`config.mk`:
```
export PLATFORM = sky130hd
export DESIGN_NAME = icache_direct
export DESIGN_NICKNAME = d
export VERILOG_FILES = /design/src/rtl/icache_direct_pkg.sv /design/src/rtl/icache_direct.sv
export SDC_FILE = /design/constraint.sdc
export NUM_CORES = 1
export LEC_CHECK = 0
export CAP_MARGIN = 20
export CORE_UTILIZATION = 63
export CTS_BUF_LIST = sky130_fd_sc_hd__clkbuf_4 sky130_fd_sc_hd__clkbuf_8
export DETAILED_ROUTE_END_ITERATION = 8
export PLACE_DENSITY = 0.82
export SKIP_LAST_GASP = 1
export SYNTH_ARGS = -nofsm -noshare
export SYNTH_HDL_FRONTEND = slang
export SYNTH_SLANG_ARGS = --single-unit
```
`constraint.sdc`:
```
create_clock -name CLK -period 8.7 [get_ports CLK]
set_input_delay 1.305 -clock CLK [delete_from_list [all_inputs] [get_ports CLK]]
set_output_delay 1.305 -clock CLK [all_outputs]
set_load 0.05 [all_outputs]
```
`src/rtl/icache_direct_pkg.sv`:
```
`default_nettype none
// ============================================================================
// Module : icache_direct_pkg
// Brief  : Shared types and field widths for the direct-mapped instruction
//          cache. Holds the frame layout, the controller FSM state encoding
//          and the address field widths for the default 16-frame geometry.
// Rev    : 1.0  initial release
// ============================================================================
package icache_direct_pkg;

  localparam int ICACHE_WORD_W   = 32;
  localparam int ICACHE_DEF_SETS = 16;

  // Address fields for the default geometry.
  localparam int ICACHE_OFF_W = 2;
  localparam int ICACHE_IDX_W = $clog2(ICACHE_DEF_SETS);
  localparam int ICACHE_TAG_W = ICACHE_WORD_W - ICACHE_OFF_W - ICACHE_IDX_W;

  // Widest tag any legal geometry needs (SETS = 2 leaves 29 tag bits).
  // Frames store the tag zero-extended to this width so one frame type
  // serves every SETS value; unused upper bits are constant zero.
  localparam int ICACHE_TAG_MAX_W = ICACHE_WORD_W - ICACHE_OFF_W - 1;

  typedef struct packed {
    logic                        valid;
    logic [ICACHE_TAG_MAX_W-1:0] tag;
    logic [ICACHE_WORD_W-1:0]    data;
  } icache_frame_t;

  typedef enum logic [0:0] {
    IDLE  = 1'b0,
    FETCH = 1'b1
  } icache_state_t;

endpackage
`default_nettype wire

```
`src/rtl/icache_direct.sv`:
```
`default_nettype none
// ============================================================================
// Module : icache_direct
// Brief  : Direct-mapped, one-word-per-frame instruction cache. Hits are
//          served combinationally; a miss runs one single-word fill through
//          the iREN/iaddr/iwait/iload handshake and forwards the fill word in
//          the completing cycle. Saturating hit/miss counters.
// Ports  : CLK, nRST (sync, active-low)
//          imemREN, imemaddr        - datapath fetch request
//          ihit, imemload           - fetch response
//          iREN, iaddr, iwait, iload - memory controller fill port
//          hit_count, miss_count    - performance counters
// Rev    : 1.0  initial release
// ============================================================================
module icache_direct
  import icache_direct_pkg::*;
#(
  parameter int SETS  = 16,
  parameter int CNT_W = 16
) (
  input  logic             CLK,
  input  logic             nRST,
  input  logic             imemREN,
  input  logic [31:0]      imemaddr,
  output logic             ihit,
  output logic [31:0]      imemload,
  output logic             iREN,
  output logic [31:0]      iaddr,
  input  logic             iwait,
  input  logic [31:0]      iload,
  output logic [CNT_W-1:0] hit_count,
  output logic [CNT_W-1:0] miss_count
);

  localparam int IDX_W = $clog2(SETS);

  icache_state_t            state_q, state_d;
  icache_frame_t            frames_q [SETS];
  logic [29:0]              miss_word_q;   // word address of the pending fill
  logic [CNT_W-1:0]         hit_cnt_q;
  logic [CNT_W-1:0]         miss_cnt_q;

  logic [IDX_W-1:0]            w_idx;
  logic [ICACHE_TAG_MAX_W-1:0] w_tag;
  logic [IDX_W-1:0]            w_fill_idx;
  logic [ICACHE_TAG_MAX_W-1:0] w_fill_tag;
  logic                        w_lookup_hit;
  logic                        w_miss_start;
  logic                        w_fill_we;
  logic                        w_hit_evt;

  // Byte offset never selects anything in a one-word frame.
  logic unused_offset_bits;
  assign unused_offset_bits = ^imemaddr[1:0];

  assign w_idx      = imemaddr[2+IDX_W-1:2];
  assign w_tag      = ICACHE_TAG_MAX_W'(imemaddr[31:2+IDX_W]);
  assign w_fill_idx = miss_word_q[IDX_W-1:0];
  assign w_fill_tag = ICACHE_TAG_MAX_W'(miss_word_q[29:IDX_W]);

  assign w_lookup_hit = imemREN & frames_q[w_idx].valid &
                        (frames_q[w_idx].tag == w_tag);

  always_comb begin
    state_d      = state_q;
    ihit         = 1'b0;
    imemload     = '0;
    iREN         = 1'b0;
    iaddr        = '0;
    w_miss_start = 1'b0;
    w_fill_we    = 1'b0;
    w_hit_evt    = 1'b0;
    unique case (state_q)
      IDLE: begin
        if (w_lookup_hit) begin
          ihit      = 1'b1;
          imemload  = frames_q[w_idx].data;
          w_hit_evt = 1'b1;
        end else if (imemREN) begin
          w_miss_start = 1'b1;
          state_d      = FETCH;
        end
      end
      FETCH: begin
        iREN  = 1'b1;
        iaddr = {miss_word_q, 2'b00};
        if (!iwait) begin
          w_fill_we = 1'b1;
          state_d   = IDLE;
          // Forward only when the datapath still wants the filled word;
          // any other address is looked up normally next cycle.
          if (imemREN && (imemaddr[31:2] == miss_word_q)) begin
            ihit     = 1'b1;
            imemload = iload;
          end
        end
      end
      default: state_d = IDLE;
    endcase
  end

  always_ff @(posedge CLK) begin
    if (!nRST) begin
      state_q     <= IDLE;
      miss_word_q <= '0;
    end else begin
      state_q <= state_d;
      if (w_miss_start) begin
        miss_word_q <= imemaddr[31:2];
      end
    end
  end

  // Only valid bits are reset; tag/data are don't-care while invalid. A
  // reset during FETCH suppresses the write, discarding the pending fill.
  always_ff @(posedge CLK) begin
    if (!nRST) begin
      for (int i = 0; i < SETS; i++) begin
        frames_q[i].valid <= 1'b0;
      end
    end else if (w_fill_we) begin
      frames_q[w_fill_idx] <= '{valid: 1'b1, tag: w_fill_tag, data: iload};
    end
  end

  always_ff @(posedge CLK) begin
    if (!nRST) begin
      hit_cnt_q <= '0;
    end else if (w_hit_evt && (hit_cnt_q != {CNT_W{1'b1}})) begin
      hit_cnt_q <= hit_cnt_q + CNT_W'(1);
    end
  end

  always_ff @(posedge CLK) begin
    if (!nRST) begin
      miss_cnt_q <= '0;
    end else if (w_miss_start && (miss_cnt_q != {CNT_W{1'b1}})) begin
      miss_cnt_q <= miss_cnt_q + CNT_W'(1);
    end
  end

  assign hit_count  = hit_cnt_q;
  assign miss_count = miss_cnt_q;

endmodule
`default_nettype wire
```
==> key figures, run 1 <==
Status
  – Run status: finished clean

Setup path
  – Critical Path Max Stage Delay: 0.88 ns
  – Worst r2r path cells: 9
  – Slowest cell on the critical path: sky130_fd_sc_hd__clkdlybuf4s50_1
  – Category of the critical setup timing path: input port to output pin
  – Reg-to-Reg End: hit_count[5]
  – R2R Setup Slk: 4.77 ns
  – Endpoint kind of the worst setup timing path: output pin
  – Family with the most delay on the worst path: buffers and inverters
  – Critical Path Source Type: input port
  – Data arrival, critical path: 6.33 ns
  – Maximum fanout along the worst path: 94
  – Crit-path cells: buf_8, buf_4, mux4_2, mux2i_1, mux2i_1, xnor2_1, nand4_1, nor4_2, nand4b_1, buf_4, o21ai_0, clkdlybuf4s50_1
  – CP required: 7.39 ns
  – Buffering stage count on the worst path with inverters included: 4
  – Startpoint of the worst-slack reg-to-reg timing path: frames_q[9][52]

Clock tree
  – CTS H-tree depth: 4
  – Num Clock Sinks: between 1,000 and 1,500
  – Cell at the root of the clock tree: sky130_fd_sc_hd__clkbuf_8
  – Hold Buf Count CTS: 0
  – Clock transition at the registers of the reported paths: 0.06 ns
  – Number of CTS-inserted buffers: 151
  – Worst skew pair latency: 0.80 ns
  – Count of instances resized after the clock tree is built: 0
  – CTS Buffer Depth: 3
  – CTS tree: done
  – Number of buffers added for setup after CTS: 0

Drt
  – Number of detailed-route iterations in the first pass: 5
  – Final Routed Wirelength: approximately 90,000 µm
  – Total DRC errors in the routed layout: 0
  – Routed via count divided by cell count: roughly 6.5
  – Routed wirelength normalized by instance count: 28.02 µm
  – Remaining number of nets flagged by the antenna check after routing: 0
  – Drt first-iter violations: 2,402
  – Vias after detailed routing: 20,811

Hold path
  – Hold Crit Start: frames_q[10][58]
  – WHS Path Cells: 1
  – Hold crit path type: flip-flop to flip-flop
  – Worst Hold Path EP: frames_q[10][58]

Cells and area
  – Number of nets in the finished design: about 2,300
  – Fillcell total: approximately 3,400
  – Fraction of final layout cells with drive strength greater than 1: about a quarter
  – Growth of design area from synthesis to finish: 13.66%
  – Antenna cell count: 0
  – Total non-filler cell area in the finished layout: approximately 45,000 µm²

Placement
  – Worst slack at placement: 1.184 ns
  – Area after detailed placement: between 40,000 and 50,000 µm²
  – Number of port buffers: about 160
  – Routability Congestion: 0.8438
  – HPWL Detailed: 48,350 µm

Logic synthesis
  – Synthesis Warnings: 0
  – Async SR Flop Fraction: 0%
  – Sequential cell area fraction in the yosys report: 73.93%
  – Dominant cell by count in the synthesized netlist: sky130_fd_sc_hd__edfxtp_1
  – Number of distinct library cells after synthesis: 59
  – Post-Syn Area: 39,830 µm²
  – Post-synth top cells: sky130_fd_sc_hd__edfxtp_1, sky130_fd_sc_hd__mux4_2, sky130_fd_sc_hd__nand2_1
  – Post-Syn Instances: around 2,000
  – Count of flip-flops with a built-in enable after synthesis: 928
  – Largest cells by area after synthesis: sky130_fd_sc_hd__edfxtp_1, sky130_fd_sc_hd__mux4_2, sky130_fd_sc_hd__dfxtp_1
  – Per-instance average area after synthesis: 19.85 µm²
  – Synthesized flop and latch total: 1,007
  – Fraction of synthesized cell area taken by the top area cell type: 69.96%
  – Most instantiated flip-flop cell in the synthesis netlist: sky130_fd_sc_hd__edfxtp_1
  – Cell type with the largest total area after synthesis: sky130_fd_sc_hd__edfxtp_1

Die
  – Count of pins on the block boundary: between 150 and 200
  – Cell Rows: a little over 90
  – Die height: 253.5 µm
  – Die area: 64,240 µm²
  – Initial core utilization: 64.19%
  – Die boundary width: 253.5 µm
  – Core outline area: 62,050 µm²

STA
  – Setup Viol. Count Final: 0
  – Relative slew slack: between 20% and 30%
  – Period utilisation layout: about 88%
  – Clock Skew: 0.04680 ns
  – Highest attainable clock frequency: 131.0 MHz
  – Minimum period implied by the final worst setup slack: 7.633 ns
  – Post-route setup TNS: 0 ns
  – Final worst-path setup slack: approximately 1.1 ns
  – Final Max Tran Viols: 0
  – Count of final hold-check violations: 0
  – RSZ-0062 raised after global routing: false
  – Worst slew pin tran: 1.108 ns

Pwr
  – Combinational cell fraction of total power: under 10%
  – Sequential share of power: 56.0%
  – Internal power of the cells: 7.483 mW
  – Sw Pwr: about 2.1 mW
  – LEAKAGE: around 15 nW
  – Clock Power Share: 39.0%
  – IR drop worst, VDD: 0.1636 mV
  – Power density relative to cell area: between 200 and 250 nW/µm²
  – Fraction of power spent switching nets: 21.77%

GRT
  – Total grt overflow: 0
  – Global-route wire length before repair: 131,700 µm
  – Number of global-route vias before repair: 21,172
  – Total track usage: 28.85%
  – Largest net degree at the start of global routing: between 100 and 150
  – Antenna violations before repair: 2

Job
  – Max-cap viol count: 0
layout make-up:
cell class | count | area (µm²) | area share [%]
Clock buffer | 209 | 2551 | 5.635
Inverter | 41 | 153.9 | 0.3399
Tap cell | 837 | 1047 | 2.313
Sequential cell | 1007 | 29450 | 65.05
Multi-Input combinational cell | 848 | 9757 | 21.55
Timing Repair Buffer | 205 | 1954 | 4.317
Clock inverter | 58 | 361.6 | 0.7987
power groups by stage:
stage                     Sequential, mW  Combinational, mW  Clock, mW
after floorplan                     5.44              0.312          0
after global placement              5.46              0.459          0
after detailed placement            5.46              0.473          0
after CTS                           5.36              0.474       3.78
after global routing                5.36              0.502       3.99
final                               5.36              0.473       3.73
state kept, by name, indices dropped and copies added, names as in the netlist:
signal and count:
miss_count 16, frames_q 944, hit_count 16, state_q 1, miss_word_q 30
how the worst max path moves through the flow:
| stage | slack [ns] | to | cells past startpoint | startpoint |
|---|---|---|---|---|
| 6_report | 1.07 | imemload[0] | 12 | imemaddr[4] |
| 5_1_grt | 0.89 | imemload[19] | 13 | imemaddr[4] |
| 4_1_cts | 1.17 | imemload[0] | 12 | imemaddr[4] |
| 3_5_place_dp | 1.18 | imemload[0] | 12 | imemaddr[4] |
| 3_3_place_gp | 1.31 | imemload[0] | 11 | imemaddr[4] |
| 2_1_floorplan | 2.20 | frames_q[0][0] | 4 | iwait |
routing by layer:
| metal | wire [µm] | global-route usage [%] | up-vias | part of all wire (%) |
|---|---|---|---|---|
| li1 | - | - | 8674 | - |
| met1 | 33720 | 39.86 | 10677 | 38 |
| met3 | 9031 | 5.756 | 198 | 10 |
| met2 | 44140 | 45.93 | 1258 | 49 |
| met5 | 27 | 0 | - | 0.030 |
| met4 | 2879 | 11.60 | 4 | 3.2 |
worst register-to-register path: stages, from the launching register on:
cell	delay, ns
sky130_fd_sc_hd__edfxtp_1	0.37
sky130_fd_sc_hd__mux4_2	0.48
sky130_fd_sc_hd__mux4_2	0.55
sky130_fd_sc_hd__xor2_1	0.17
sky130_fd_sc_hd__a21oi_1	0.15
sky130_fd_sc_hd__nand3_1	0.12
sky130_fd_sc_hd__nor4_2	0.40
sky130_fd_sc_hd__nand4_1	0.67
sky130_fd_sc_hd__or4_1	0.72
sky130_fd_sc_hd__a21oi_1	0.19
cells by family (layout without fill, tap and decap cells):
| kind of cell | Yosys count | after routing | synth area share, % |
|---|---|---|---|
| multiplexers | 329 | 329 | 16.59 |
| AND/OR/NAND/NOR | 287 | 287 | 3.716 |
| other | 1 | 2 | 0.009414 |
| AO/OA/AOI/OAI | 167 | 167 | 2.469 |
| buffers and inverters | 153 | 513 | 1.878 |
| adder cells (fa/ha/maj) | 2 | 2 | 0.06281 |
| XOR/XNOR | 61 | 61 | 1.341 |
| flip-flops | 1007 | 1007 | 73.93 |
metrics by stage:
step	hold WS, ns	total power, mW	cells	utilization, %
after CTS	0.4491	9.618	3205	72.96
after global routing	0.4665	9.853	3205	72.96
after detailed placement	0.4348	5.935	2938	68.26
after global placement	0.4273	5.915	2938	68.26
final	0.4498	9.565	3205	72.96
after floorplan	0.4211	5.755	2008	-
cell usage in the layout (no fill, tap or decap), types with 40 or more instances in the layout:
master,synthesis,final
sky130_fd_sc_hd__mux4_2,252,252
sky130_fd_sc_hd__inv_1,40,40
sky130_fd_sc_hd__nand2_1,93,93
sky130_fd_sc_hd__clkbuf_4,0,52
sky130_fd_sc_hd__buf_4,17,45
sky130_fd_sc_hd__nand3_1,45,45
sky130_fd_sc_hd__mux2i_1,66,66
sky130_fd_sc_hd__clkbuf_8,0,157
sky130_fd_sc_hd__dfxtp_1,79,79
sky130_fd_sc_hd__xnor2_1,42,42
sky130_fd_sc_hd__edfxtp_1,928,928
sky130_fd_sc_hd__o21ai_0,83,83
sky130_fd_sc_hd__clkdlybuf4s50_1,0,156
No activity file was read; power rests on OpenSTA's default activity.
==> run 2: changes to the inputs <==
--- a/config.mk
+++ b/config.mk
@@ -6,10 +6,9 @@
 export NUM_CORES = 1
 export LEC_CHECK = 0
 export CAP_MARGIN = 20
-export CORE_UTILIZATION = 63
+export CORE_UTILIZATION = 40
 export CTS_BUF_LIST = sky130_fd_sc_hd__clkbuf_4 sky130_fd_sc_hd__clkbuf_8
 export DETAILED_ROUTE_END_ITERATION = 8
-export PLACE_DENSITY = 0.82
 export SKIP_LAST_GASP = 1
 export SYNTH_ARGS = -nofsm -noshare
 export SYNTH_HDL_FRONTEND = slang
==> run 2 against run 1 <==
- cell area up 2.0%
- flip-flop and latch count is the same
- worst hold slack improved by 0.0021 ns
- clock-buffer cell count up 21
- largest power group unchanged
==> key figures, run 2 (same netlist as run 1, synthesis figures left out) <==
Setup path
  – Maximum fanout along the worst path: 76 (-19%)
  – Endpoint kind of the worst setup timing path: output pin
  – Family with the most delay on the worst path: buffers and inverters
  – CP required: 7.39 ns (about the same)
  – Buffering stage count on the worst path with inverters included: 4 (unchanged)
  – Slowest cell on the critical path: sky130_fd_sc_hd__clkdlybuf4s50_1
  – Critical Path Source Type: input port
  – Category of the critical setup timing path: input port to output pin
  – Startpoint of the worst-slack reg-to-reg timing path: frames_q[12][44]
  – Most frequent cell on the critical path: sky130_fd_sc_hd__mux2i_1
  – Critical Path Max Stage Delay: 0.86 ns (-0.02 ns)
  – Data arrival, critical path: 6.23 ns (-0.10 ns)
  – Crit-path cells: buf_8, buf_4, mux4_2, mux2i_1, mux2i_1, xnor2_1, nand2_1, nor4_4, nand4b_1, buf_12, o21ai_0, clkdlybuf4s50_1
  – Worst setup path start: imemaddr[4]

Clock tree
  – CTS tree: done
  – Clock transition at the registers of the reported paths: 0.06 ns (about the same)
  – Count of instances resized after the clock tree is built: 0 (unchanged)
  – Cell at the root of the clock tree: sky130_fd_sc_hd__clkbuf_8
  – Hold Buf Count CTS: 0 (unchanged)
  – Worst skew pair latency: 0.83 ns (+0.03 ns)
  – Number of CTS-inserted buffers: 165 (+9.3%)
  – CTS Buffer Depth: 3 (unchanged)
  – Number of buffers added for setup after CTS: 0 (unchanged)
  – Num Clock Sinks: 1,007 (unchanged)
  – CTS H-tree depth: 4 (unchanged)

Drt
  – Remaining number of nets flagged by the antenna check after routing: 0 (unchanged)
  – Number of detailed-route iterations in the first pass: 5 (unchanged)
  – Total DRC errors in the routed layout: 0 (unchanged)
  – Drt first-iter violations: 1,933 (-20%)
  – Vias after detailed routing: 20,376 (-2.1%)
  – Routed via count divided by cell count: 5.528 (-15%)
  – Final Routed Wirelength: 95,660 µm (+6.5%)
  – Routed wirelength normalized by instance count: 25.95 µm (-7.4%)

GRT
  – Antenna violations before repair: 3 (+1)
  – Number of global-route vias before repair: 21,238 (+0.31%)
  – Total grt overflow: 0 (unchanged)
  – Total track usage: 19.09% (-9.8 points)
  – Largest net degree at the start of global routing: 77 (-34%)
  – Global-route wire length before repair: 141,100 µm (+7.1%)

Cells and area
  – Largest Register: frames_q
  – Fraction of final layout cells with drive strength greater than 1: 24.53% (+0.71 points)
  – Growth of design area from synthesis to finish: 15.96%
  – Number of nets in the finished design: 2,339 (+0.65%)
  – Highest-count cells in the layout ignoring fill and taps: sky130_fd_sc_hd__edfxtp_1, sky130_fd_sc_hd__mux4_2, sky130_fd_sc_hd__clkbuf_8
  – Max reg flops: 944 (unchanged)
  – Biggest regs: frames_q: 944 flops, miss_word_q: 30 flops
  – Most common library cell in the layout ignoring fill and taps: sky130_fd_sc_hd__edfxtp_1

Placement
  – Number of port buffers: 161 (unchanged)
  – HPWL Detailed: 51,060 µm (+5.6%)
  – Worst slack at placement: 1.102 ns (-0.08165 ns)
  – Routability Congestion: 0.8108 (-3.9%)

STA
  – Final Max Tran Viols: 0 (unchanged)
  – Setup Viol. Count Final: 0 (unchanged)
  – Worst slew pin tran: 1.134 ns (+0.02527 ns)
  – Minimum period implied by the final worst setup slack: 7.534 ns (-0.09865 ns)
  – Highest attainable clock frequency: 132.7 MHz (+1.3%)
  – Clock Skew: 0.04594 ns (-0.0008529 ns)
  – Post-route setup TNS: 0 ns (unchanged)
  – Final worst-path setup slack: 1.166 ns (+0.09865 ns)
  – Period utilisation layout: 86.60% (-1.1 points)
  – Count of final hold-check violations: 0 (unchanged)
  – RSZ-0062 raised after global routing: false
  – Relative slew slack: 24.25% (-1.9 points)

Die
  – Initial core utilization: 40.41% (-24 points)
  – Die boundary width: 317.6 µm (+25%)
  – Cell Rows: 115 (+26%)
  – Die height: 317.6 µm (+25%)
  – Count of pins on the block boundary: 166 (unchanged)
  – Core outline area: 98,560 µm² (+59%)
  – Die area: 100,800 µm² (+57%)

Pwr
  – Clock Power Share: 40.9% (+1.9 points)
  – IR drop worst, VDD: 0.1513 mV (-7.6%)
  – Sequential share of power: 54.3% (-1.7 points)
  – Power density relative to cell area: 213.9 nW/µm² (+1.2%)
  – Internal power of the cells: 7.673 mW (+2.5%)
  – Combinational cell fraction of total power: 4.9% (about the same)
  – LEAKAGE: 15.17 nW (+1.2%)
  – Fraction of power spent switching nets: 22.32% (+0.55 points)
  – Total Power Consumption: 9.878 mW (+3.3%)
  – Sw Pwr: 2.205 mW (+5.9%)

Hold path
  – Hold crit path type: flip-flop to flip-flop
  – Hold Crit Start: frames_q[2][58]

Status
  – Run status: finished clean

Job
  – Max-cap viol count: 0 (unchanged)
run 2: cell count changes in the layout (fill, tap and decap cells not counted), sizes merged:
cell	previous run	this run
clkbuf	209	230
clkinv	43	52
clkinvlp	4	2
diode	0	2
buf	49	50
run 2: through the flow:
step	area, µm²	utilization, %	hold slack, ns	std cells
floorplan	39840	-	0.4211	2008
global placement	42930	43.55	0.4279	3388
detailed placement	42950	43.58	0.4385	3389
CTS	46190	46.86	0.4534	3684
global route	46190	46.86	0.4656	3686
finish	46190	46.86	0.4519	3686
run 2: final timing paths:
check	end	slack (ns)	cells past startpoint
setup / recovery	imemload[9]	1.17	12
setup reg to reg	miss_count[4]	4.62	9
hold reg to reg	frames_q[2][58]	0.45	1
hold / removal	frames_q[2][58]	0.45	1
run 2: power by group through the flow:
stage               clock network (mW)  registers [mW]  logic (mW)
finish                            4.04            5.36       0.479
global route                      4.35            5.36       0.513
CTS                               4.14            5.36       0.487
detailed placement                   0            5.46       0.485
global placement                     0            5.46       0.478
floorplan                            0            5.44       0.312
run 2: final cells by class:
cell class	count	area, µm²
Clock inverter	65	434.2
Antenna cell	2	5.005
Sequential cell	1007	29450
Fill cell	8235	52370
Inverter	41	153.9
Timing Repair Buffer	206	1986
Clock buffer	230	2796
Multi-Input combinational cell	848	9757
Tap cell	1287	1610
run 2: layer usage:
layer / track usage [%] / part of all wire (%)
met5: 0 / 0.0084
met2: 30.88 / 49
met4: 4.757 / 1.4
met3: 3.547 / 6.0
met1: 26.77 / 44
==> run 3: changes to the inputs <==
--- a/config.mk
+++ b/config.mk
@@ -9,7 +9,9 @@
 export CORE_UTILIZATION = 40
 export CTS_BUF_LIST = sky130_fd_sc_hd__clkbuf_4 sky130_fd_sc_hd__clkbuf_8
 export DETAILED_ROUTE_END_ITERATION = 8
+export PLACE_DENSITY = 0.62
 export SKIP_LAST_GASP = 1
 export SYNTH_ARGS = -nofsm -noshare
 export SYNTH_HDL_FRONTEND = slang
 export SYNTH_SLANG_ARGS = --single-unit
+export TNS_END_PERCENT = 20
==> run 3 against run 2 <==
- clock skew down 0.019 ns
- routed wire length up 0.54%
- worst hold slack worse by 0.0061 ns
- register-to-register slack better by 0.10 ns
- global-route usage up 0.11 points
- non-clock buffer count up 5
- largest cell class unchanged
- largest power group unchanged
- highest routed layer unchanged
==> key figures, run 3 (same netlist as run 1, synthesis figures left out) <==
Clock tree
  – Worst skew pair latency: 0.81 ns (-0.02 ns)
  – CTS Buffer Depth: 3 (unchanged)
  – CTS H-tree depth: 4 (unchanged)
  – Number of CTS-inserted buffers: 158 (-4.2%)
  – Cell at the root of the clock tree: sky130_fd_sc_hd__clkbuf_8
  – Number of buffers added for setup after CTS: 0 (unchanged)
  – CTS tree: done
  – Count of instances resized after the clock tree is built: 0 (unchanged)
  – Clock transition at the registers of the reported paths: 0.06 ns (about the same)
  – Hold Buf Count CTS: 0 (unchanged)
  – Num Clock Sinks: 1,007 (unchanged)

Cells and area
  – Largest Register: frames_q
  – Fillcell total: 8,188 (-0.57%)
  – Max reg flops: 944 (unchanged)
  – Highest-count cells in the layout ignoring fill and taps: sky130_fd_sc_hd__edfxtp_1, sky130_fd_sc_hd__mux4_2, sky130_fd_sc_hd__clkbuf_8
  – Biggest regs: frames_q: 944 flops, miss_word_q: 30 flops
  – Growth of design area from synthesis to finish: 15.65%
  – Fraction of final layout cells with drive strength greater than 1: 24.36% (-0.17 points)
  – Storage cell area: 29,450 µm² (unchanged)
  – Most common library cell in the layout ignoring fill and taps: sky130_fd_sc_hd__edfxtp_1
  – Area taken by multi-input logic gates: 9757 µm² (unchanged)
  – Number of nets in the finished design: 2,337 (-0.086%)

STA
  – RSZ-0062 raised after global routing: false
  – Highest attainable clock frequency: 141.7 MHz (+6.7%)
  – Period utilisation layout: 81.14% (-5.5 points)
  – Relative slew slack: 28.28% (+4.0 points)
  – Post-route setup TNS: 0 ns (unchanged)
  – Count of final hold-check violations: 0 (unchanged)
  – Minimum period implied by the final worst setup slack: 7.059 ns (-0.4753 ns)
  – Worst slew pin tran: 1.076 ns (-0.05770 ns)
  – Clock Skew: 0.02702 ns (-0.01892 ns)
  – Final Max Tran Viols: 0 (unchanged)
  – Setup Viol. Count Final: 0 (unchanged)

Drt
  – Total DRC errors in the routed layout: 0 (unchanged)
  – Number of detailed-route iterations in the first pass: 5 (unchanged)
  – Remaining number of nets flagged by the antenna check after routing: 0 (unchanged)
  – Final Routed Wirelength: 96,180 µm (+0.54%)
  – Vias after detailed routing: 20,505 (+0.63%)
  – Routed wirelength normalized by instance count: 26.18 µm (+0.89%)
  – Routed via count divided by cell count: 5.583 (+0.99%)
  – Drt first-iter violations: 1,893 (-2.1%)

Pwr
  – Total Power Consumption: 9.696 mW (-1.8%)
  – LEAKAGE: 15.12 nW (-0.36%)
  – Combinational cell fraction of total power: 4.9% (about the same)
  – Sw Pwr: 2.123 mW (-3.7%)
  – Fraction of power spent switching nets: 21.89% (-0.43 points)
  – Clock Power Share: 39.8% (-1.1 points)
  – Sequential share of power: 55.3% (+1.0 points)
  – Power density relative to cell area: 210.5 nW/µm² (-1.6%)
  – IR drop worst, VDD: 0.1689 mV (+12%)
  – Internal power of the cells: 7.573 mW (-1.3%)

Placement
  – Routability Congestion: 0.8323 (+2.7%)
  – HPWL Detailed: 51,490 µm (+0.83%)
  – Number of port buffers: 161 (unchanged)

GRT
  – Met3 track utilization from global routing: 3.484% (-0.064 points)
  – Total track usage: 19.20% (+0.11 points)
  – Largest net degree at the start of global routing: 75 (-2.6%)
  – Global-route wire length before repair: 140,600 µm (-0.41%)
  – Met2 usage in global routing: 31.31% (+0.43 points)
  – Routing layer with the top usage in global route: met2
  – Total grt overflow: 0 (unchanged)
  – Met1 Usage GRT: 26.33% (-0.44 points)
  – Antenna violations before repair: 3 (unchanged)
  – Number of global-route vias before repair: 21,018 (-1.0%)

Hold path
  – Hold Crit Start: frames_q[6][58]
  – Worst Hold Path EP: frames_q[6][58]
  – Hold crit path type: flip-flop to flip-flop
  – WHS Path Cells: 1 (unchanged)

Setup path
  – Worst setup path start: imemaddr[5]
  – CP required: 7.39 ns (about the same)
  – Category of the critical setup timing path: input port to output pin
  – R2R Setup Slk: 4.72 ns (+0.10 ns)
  – Startpoint of the worst-slack reg-to-reg timing path: frames_q[5][44]
  – Maximum fanout along the worst path: 69 (-9.2%)
  – Critical Path Source Type: input port
  – Worst r2r path cells: 8 (-1)
  – Data arrival, critical path: 5.75 ns (-0.48 ns)
  – Endpoint kind of the worst setup timing path: output pin
  – Reg-to-Reg End: hit_count[9]

Job
  – Max-cap viol count: 0 (unchanged)

Die
  – Die height: 317.6 µm (unchanged)
  – Die area: 100,800 µm² (unchanged)
  – Cell Rows: 115 (unchanged)
  – Die boundary width: 317.6 µm (unchanged)
  – Core outline area: 98,560 µm² (unchanged)
  – Count of pins on the block boundary: 166 (unchanged)
  – Initial core utilization: 40.41% (unchanged)

Status
  – Run status: finished clean
[run 3: cell count changes in the layout (fill, tap and decap cells not counted), sizes merged]
cell / delta
bufinv: -1
inv: -1
buf: +5
diode: -1
clkinv: -10
clkbuf: -5
[run 3: worst max-delay path by stage]
stage | endpoint | cells past startpoint
finish | imemload[3] | 12
global route | imemload[3] | 12
CTS | imemload[3] | 10
detailed placement | imemload[3] | 10
global placement | imemload[3] | 12
floorplan | frames_q[0][0] | 4
[run 3: through the flow]
stage / instances / cell area [µm²] / hold WS, ns / util [%] / setup slack [ns]
2_1_floorplan: 2008 / 39840 / 0.4211 / - / 2.203
5_1_grt: 3672 / 46070 / 0.4725 / 46.74 / 1.365
6_report: 3673 / 46070 / 0.4459 / 46.74 / 1.641
4_1_cts: 3671 / 46040 / 0.4492 / 46.71 / 1.526
3_5_place_dp: 3393 / 43010 / 0.4358 / 43.64 / 1.528
3_3_place_gp: 3391 / 42980 / 0.4273 / 43.60 / 1.598
[run 3: final cells by class]
cell class	count	area share [%]
Sequential cell	1007	63.92
Antenna cell	1	0.005432
Clock buffer	225	5.934
Inverter	41	0.3341
Multi-Input combinational cell	848	21.18
Timing Repair Buffer	211	4.490
Tap cell	1287	3.495
Clock inverter	53	0.6383
[run 3: power by group through the flow]
stage | sequential (mW) | combinational [mW] | clock, mW
2_1_floorplan | 5.44 | 0.312 | 0
3_3_place_gp | 5.46 | 0.476 | 0
3_5_place_dp | 5.46 | 0.483 | 0
4_1_cts | 5.36 | 0.484 | 3.94
5_1_grt | 5.36 | 0.514 | 4.16
6_report | 5.36 | 0.479 | 3.85
[run 3: worst max-delay path: stages]
cell                              delay, ns
sky130_fd_sc_hd__buf_6                 0.61
sky130_fd_sc_hd__buf_4                 0.53
sky130_fd_sc_hd__mux2_2                0.38
sky130_fd_sc_hd__or3_1                 0.30
sky130_fd_sc_hd__nand4_1               0.11
sky130_fd_sc_hd__xor2_1                0.15
sky130_fd_sc_hd__o211ai_1              0.17
sky130_fd_sc_hd__nor4_4                0.30
sky130_fd_sc_hd__nand4b_1              0.14
sky130_fd_sc_hd__buf_4                 0.32
sky130_fd_sc_hd__o21ai_0               0.45
sky130_fd_sc_hd__clkdlybuf4s50_1       0.88
[run 3: routing by layer]
metal | part of all wire, % | wire length (µm)
met5 | 0.014 | 13
met4 | 2.0 | 1955
met3 | 6.4 | 6113
met2 | 49 | 47060
met1 | 43 | 41030
